## config.mk

```make
export PLATFORM = sky130hd
export DESIGN_NAME = dist_min_search
export DESIGN_NICKNAME = d
export VERILOG_FILES = /design/src/rtl/dist_min_search_pkg.sv /design/src/rtl/dist_min_search_tracker.sv /design/src/rtl/dist_min_search.sv
export SDC_FILE = /design/constraint.sdc
export NUM_CORES = 2
export LEC_CHECK = 0
export ABC_AREA = 1
export CORE_AREA = 8 8 528 530
export DETAILED_ROUTE_END_ITERATION = 10
export DIE_AREA = 0 0 536 538
export PLACE_DENSITY_LB_ADDON = 0.2
export SYNTH_ARGS = -nofsm -noshare
export SYNTH_HDL_FRONTEND = slang
export SYNTH_HIERARCHICAL = 1
export SYNTH_SLANG_ARGS = --single-unit
export TNS_END_PERCENT = 1
```

## constraint.sdc

```tcl
create_clock -name clk -period 33 [get_ports clk]
set_input_delay 6.6 -clock clk [delete_from_list [all_inputs] [get_ports clk]]
set_output_delay 6.6 -clock clk [all_outputs]
set_load 0.005 [all_outputs]
```

## src/rtl/dist_min_search_pkg.sv

```systemverilog
// dist_min_search_pkg: shared matrix/distance types, constants and FSM states for the minimum-distance search
package dist_min_search_pkg;
  localparam int NUMBER_BITS = 37;
  localparam int DIST2_BITS = 2 * (NUMBER_BITS + 3) + 1;
  typedef struct packed {
    logic signed [NUMBER_BITS-1:0] re;
    logic signed [NUMBER_BITS-1:0] im;
  } complex_t;
  typedef complex_t [0:1][0:1] matrix2_t;
  typedef logic signed [DIST2_BITS-1:0] dist2_t;
  localparam dist2_t DIST2_MAX = {1'b0, {(DIST2_BITS-1){1'b1}}};
  typedef enum logic [2:0] {
    S_IDLE,
    S_FETCH,
    S_ISSUE,
    S_WAIT,
    S_COMPARE,
    S_DONE
  } state_t;
endpackage

```

## src/rtl/dist_min_search_tracker.sv

```systemverilog
// dist_min_tracker: holds the best (smallest signed dist2) candidate, earliest index wins ties
module dist_min_tracker
  import dist_min_search_pkg::*;
#(
  parameter int IDX_BITS = 8
) (
  input  logic                clk,
  input  logic                reset,
  input  logic                clear,
  input  logic                cmp,
  input  logic [IDX_BITS-1:0] idx,
  input  dist2_t              dist2,
  output logic [IDX_BITS-1:0] best_idx,
  output dist2_t              best_dist2
);
  logic first;
  logic commit;
  // the first candidate after a clear is taken unconditionally; later ones only on a strict improvement
  always_comb commit = cmp & (first | (dist2 < best_dist2));
  // best-so-far register with clear on a new search
  always_ff @(posedge clk or posedge reset)
    if (reset) begin
      first      <= 1'b1;
      best_idx   <= '0;
      best_dist2 <= DIST2_MAX;
    end else if (clear) begin
      first      <= 1'b1;
      best_idx   <= '0;
      best_dist2 <= DIST2_MAX;
    end else if (commit) begin
      first      <= 1'b0;
      best_idx   <= idx;
      best_dist2 <= dist2;
    end
endmodule

```

## src/rtl/dist_min_search.sv

```systemverilog
// dist_min_search: streams candidates to dist_calc one job at a time and tracks the closest one
module dist_min_search
  import dist_min_search_pkg::*;
#(
  parameter int IDX_BITS = 8,
  parameter int TIMEOUT  = 64
) (
  input  logic                clk,
  input  logic                reset,
  input  logic                start,
  input  matrix2_t            mtx_target,
  input  matrix2_t            cand_mtx,
  input  logic                cand_valid,
  input  logic                cand_last,
  output logic                cand_ready,
  output matrix2_t            calc_mtx_a,
  output matrix2_t            calc_mtx_b,
  output logic                calc_ready,
  input  dist2_t              calc_dist2,
  input  logic                calc_done,
  output logic                busy,
  output logic                done,
  output logic                error,
  output logic [IDX_BITS-1:0] best_idx,
  output dist2_t              best_dist2,
  output logic [IDX_BITS:0]   cand_count
);
  localparam int TW = $clog2(TIMEOUT + 1);
  localparam logic [IDX_BITS-1:0] IDX_MAX = '1;
  state_t state, state_n;
  logic last_q;
  dist2_t dist_q;
  logic [IDX_BITS-1:0] idx;
  logic [TW-1:0] timer;
  logic accept, take, hit, expire, ovf;
  // handshake and transition conditions
  always_comb begin
    accept = (state == S_IDLE) & start;
    take   = (state == S_FETCH) & cand_valid;
    hit    = (state == S_WAIT) & calc_done;
    expire = (state == S_WAIT) & ~calc_done & (timer == TW'(TIMEOUT));
    ovf    = (idx == IDX_MAX) & ~last_q;
  end
  // next-state logic; calc_done is only looked at in WAIT
  always_comb begin
    state_n = state;
    case (state)
      S_IDLE:    state_n = accept ? S_FETCH : S_IDLE;
      S_FETCH:   state_n = take ? S_ISSUE : S_FETCH;
      S_ISSUE:   state_n = S_WAIT;
      S_WAIT:    state_n = hit ? S_COMPARE : expire ? S_DONE : S_WAIT;
      S_COMPARE: state_n = (last_q | (idx == IDX_MAX)) ? S_DONE : S_FETCH;
      S_DONE:    state_n = S_IDLE;
      default:   state_n = S_IDLE;
    endcase
  end
  // decoded outputs
  always_comb begin
    cand_ready = state == S_FETCH;
    calc_ready = state == S_ISSUE;
    busy       = state != S_IDLE;
    done       = state == S_DONE;
  end
  // state register
  always_ff @(posedge clk or posedge reset)
    if (reset) state <= S_IDLE;
    else state <= state_n;
  // datapath: operand latches, wait timer, result latch, counters and sticky error
  always_ff @(posedge clk or posedge reset)
    if (reset) begin
      calc_mtx_a <= '0;
      calc_mtx_b <= '0;
      last_q     <= 1'b0;
      dist_q     <= '0;
      idx        <= '0;
      timer      <= '0;
      cand_count <= '0;
      error      <= 1'b0;
    end else begin
      if (accept) begin
        calc_mtx_a <= mtx_target;
        idx        <= '0;
        cand_count <= '0;
        error      <= 1'b0;
      end
      if (take) begin
        calc_mtx_b <= cand_mtx;
        last_q     <= cand_last;
      end
      if (state == S_ISSUE) timer <= TW'(1);
      else if (state == S_WAIT) timer <= timer + TW'(1);
      if (hit) dist_q <= calc_dist2;
      if (state == S_COMPARE) begin
        cand_count <= cand_count + (IDX_BITS+1)'(1);
        idx        <= idx + IDX_BITS'(1);
        if (ovf) error <= 1'b1;
      end
      if (expire) error <= 1'b1;
    end
  dist_min_tracker #(.IDX_BITS(IDX_BITS)) u_tracker (
    .clk       (clk),
    .reset     (reset),
    .clear     (accept),
    .cmp       (state == S_COMPARE),
    .idx       (idx),
    .dist2     (dist_q),
    .best_idx  (best_idx),
    .best_dist2(best_dist2)
  );
endmodule
```

==> Flow_metrics.wiki <==
{| class="wikitable"
! Metric !! Value
|-
| Core area || 270000 sq um
|-
| Share of post-route cells with drive strength above 1 || 10.5%
|-
| Number of endpoints failing setup at the final stage || 0
|-
| Unrepaired setup endpoints after global routing || false
|-
| Tightest Pin Transition || 1450 ps
|-
| Clock tree root driver cell || clkbuf_16
|-
| Total area of multi-input combinational cells || 12700 sq um
|-
| H-Tree Level Count || 3
|-
| Antenna violations before repair || 110
|-
| Total power consumption of the routed design || 5.41 mW
|-
| Post-Synthesis Cells || 3913
|-
| Number of cells on the worst reg-to-reg path || 18
|-
| Pin count of the biggest net entering global routing || 186
|-
| CP Data Arrival Time || 12280 ps
|-
| Final worst-path cycle share || 35.0%
|-
| Simple-gate share of the synthesized area || 32.9%
|-
| Fraction of synthesized area in multiplexers || 0%
|-
| Netlist area before placement || 34200 sq um
|-
| Hold bufs inserted after CTS || 0
|-
| Fraction of the mapped netlist area in adder cells || 3.07%
|-
| Leak pwr || 26.3 nW
|-
| Clock-pin slew on the worst setup and hold paths || 60 ps
|-
| Critical R2R Launch || u_tracker/best_dist2[48]$_DFFE_PP1P_
|-
| Global-route wire length before repair || 287 mm
|-
| Max-Cap Viols || 0
|-
| Starting Density || 12.7%
|-
| Dominant cell type by area after synthesis || dfrtp_1
|-
| # nets final || 6000
|-
| Initial detailed-routing violation count || 1790
|-
| Hold path cells || 2
|-
| Kind of path behind the tightest hold check || flip-flop to flip-flop
|-
| Headroom to the max-slew limit || 3.66%
|-
| Path type of the worst setup path || input port to async pin
|-
| Post-synthesis share of cell area spent on xor and xnor gates || 0%
|-
| R2r endpoint || u_tracker/best_dist2[73]$_DFFE_PP1P_
|-
| Worst Path Max Fanout || 83
|-
| Die width || 536 um
|-
| Count of cells resized by post-cts repair || 0
|-
| Switching Fraction || 39.3%
|-
| Clock tree skew after final layout || 28.9 ps
|-
| Vias || 31600
|-
| Number of different library cells in the post-synthesis netlist || 34
|-
| Combinational family with the most area after synthesis || simple AND/OR/NAND/NOR gates
|-
| Detailed placement HPWL || 169 mm
|-
| DRC errors left || 0
|-
| Clk_lat worst skew || 730 ps
|-
| Peak VDD IR || 40.8 uV
|-
| Power per standard cell area || 97.5 nW/um^2
|-
| Clock tree from TritonCTS || yes
|-
| Startpoint kind of the worst setup timing path || input port
|-
| Compound-cell area share of the yosys netlist || 1.14%
|-
| Yosys Warn Count || 6
|-
| Overflow left after global routing || 0
|-
| Post-Synthesis Net Count || 4676
|-
| Routed wire length || 215 mm
|-
| Layout overhead on the synthesized area || 62.3%
|-
| Buffers from clock root to sink, at most || 3
|-
| Internal || 3.29 mW
|-
| Worst reg2reg setup slack || 27970 ps
|-
| Floorplan die area || 288000 sq um
|-
| Post-synthesis register bit count || 792
|-
| Achievable clock frequency || 86.5 MHz
|-
| Leading cell types by total area after synthesis || dfrtp_1 (52%), nand2_1 (23%), dfstp_2 (6.2%)
|-
| Endpoint class of the critical path || async pin
|-
| Avg Vias per Cell || 3.54
|-
| Final antenna-violating net count || 0
|-
| Share of the synthesized area in the top cell type || 52.0%
|-
| Final hold violation count || 0
|-
| Final sum of negative setup slack || 0 ps
|-
| Combined global-route utilization of all metal layers || 14.2%
|-
| Wirelength per Cell || 24.1 um
|-
| Comb power frac || 44.3%
|-
| Hold wc startpoint || calc_mtx_b[223]$_DFFE_PP0P_
|-
| Req. time, crit path || 33730 ps
|-
| Register Area || 19900 sq um
|-
| Sequential share of power || 32.8%
|-
| NetSw || 2.12 mW
|-
| Vias in the first global route || 32800
|-
| Mean post-synth cell area || 8.74 sq um
|-
| IO Count || 1374
|-
| Number of standard-cell rows in the floorplan || 191
|-
| Clock buffers created by TritonCTS || 109
|-
| Outcome || complete, no violations
|-
| GPL Wtd Cong || 0.874
|-
| Die Height || 538 um
|-
| Sequential area share after synthesis || 58.2%
|-
| Drt first pass iters || 5
|-
| Minimum clock period after layout || 11550 ps
|-
| Part of the power in the clock network || 22.9%
|-
| Filler Cells Inserted || 29800
|-
| Number of port buffers || 1373
|-
| Pins over their slew limit || 0
|-
| Hold-critical path endpoint || calc_mtx_b[223]$_DFFE_PP0P_
|-
| Count of clock tree sinks || 792
|-
| Post-CTS Setup Repair Bufs || 0
|}
stage by stage:
step	util [%]	worst slack [ps]	std cells	instance area, sq um	hold slack [ps]
floorplan	-	6710	3913	34200	442
global placement	19.2	20280	8696	51700	453
detailed placement	19.2	20280	8696	51700	457
CTS	20.5	21120	8893	55400	472
global route	20.6	20630	8917	55500	483
finish	20.6	21450	8928	55500	468
layer usage:
metal	routed length [um]	up-vias	part of all wire, %	GRT usage [%]
li1	-	14700	-	-
met1	84600	15300	39	16.4
met2	97400	1266	45	22.4
met3	24300	333	11	7.21
met4	8260	54	3.8	5.42
met5	340	-	0.16	0
power groups by stage:
stage	clock network [mW]	registers [mW]	logic, mW
2_1_floorplan	0	1.72	0.968
3_5_place_dp	0	1.78	2.46
4_1_cts	1.29	1.78	2.48
5_1_grt	1.32	1.83	2.66
6_report	1.24	1.77	2.40
3_3_place_gp	0	1.78	2.46
layout by cell type, fill, tap and decap left out, types with 3 or more instances in the layout:
cell / netlist / routed
buf_4: 12 / 32
nand2_4: 80 / 80
a21oi_1: 35 / 35
clkbuf_1: 89 / 23
clkdlybuf4s50_1: 0 / 1372
nand2_2: 81 / 82
o21ai_0: 27 / 27
dfrtp_1: 711 / 711
diode_2: 0 / 35
nor3_1: 3 / 3
or2_2: 79 / 79
dfstp_2: 81 / 81
clkbuf_8: 0 / 30
nor2_2: 5 / 4
nand3_2: 11 / 10
nor2_1: 45 / 45
nand2_1: 2107 / 2106
clkinv_2: 0 / 14
nand3_1: 188 / 188
a21o_1: 5 / 5
nand4_1: 17 / 17
bufinv_16: 0 / 8
clkbuf_16: 0 / 110
inv_6: 0 / 5
ha_1: 84 / 84
inv_1: 146 / 143
buf_12: 9 / 3
inv_8: 0 / 3
worst max path at each step:
| stage | startpoint | to | slack [ps] | cells after the start |
|---|---|---|---|---|
| after global placement | reset | calc_mtx_b[246]$_DFFE_PP0P_ | 20280 | 8 |
| after floorplan | reset | calc_mtx_a[0]$_DFFE_PP0P_ | 6710 | 1 |
| after global routing | reset | calc_mtx_b[213]$_DFFE_PP0P_ | 20630 | 8 |
| after CTS | reset | calc_mtx_b[222]$_DFFE_PP0P_ | 21120 | 8 |
| after detailed placement | reset | calc_mtx_b[216]$_DFFE_PP0P_ | 20280 | 8 |
| final | reset | calc_mtx_b[222]$_DFFE_PP0P_ | 21450 | 8 |
kinds of logic (layout without fill, tap and decap cells):
group,count (synthesis),count (layout)
and+or+nand+nor,2620,2620
DFF,792,792
adders and majority gates,84,84
AOI/OAI and AO/OA,73,73
buffers and inverters,344,1754
other,0,35
critical path, cell delays in order:
cell	delay [ps]
clkdlybuf4s50_1	540
inv_8	490
buf_4	690
buf_4	650
buf_4	690
buf_4	850
buf_4	710
buf_4	770
cells in the mapped netlist:
cell      number
nor3_1         3
inv_2          4
or2_2         79
nand3b_1       1
nand2_8        2
buf_4         12
nand3_1      188
o21a_1         1
nor2_2         5
o22ai_1        1
a31oi_1        1
nand2_4       80
nand2_2       81
buf_8          1
nand4_1       17
buf_2         75
nor2_1        45
buf_1          7
a21o_1         5
o31ai_1        1
dfstp_2       81
inv_1        146
nand3_4        1
ha_1          84
a21oi_1       35
dfrtp_1      711
nand2_1     2107
buf_12         9
clkbuf_1      89
a22o_1         1
o21ai_1        1
o21ai_0       27
nand3_2       11
buf_6          1
sequential cells by signal, indices dropped and copies added (netlist names), 7 cells and up:
| name | flops |
|---|---|
| idx | 8 |
| u_tracker/best_dist2 | 81 |
| timer | 7 |
| u_tracker/best_idx | 8 |
| calc_mtx_b | 296 |
| calc_mtx_a | 296 |
| cand_count | 9 |
| dist_q | 81 |
cell type report:
cell class / count / area share [%]
timing repair buffer: 1407 / 25.3
tap: 3570 / 8.05
clock inverter: 34 / 0.829
antenna: 35 / 0.158
clock buffer: 163 / 5.86
multi-input combinational: 2777 / 22.9
sequential: 792 / 35.9
inverter: 150 / 1.06
Power figures use the tool's default switching activity.
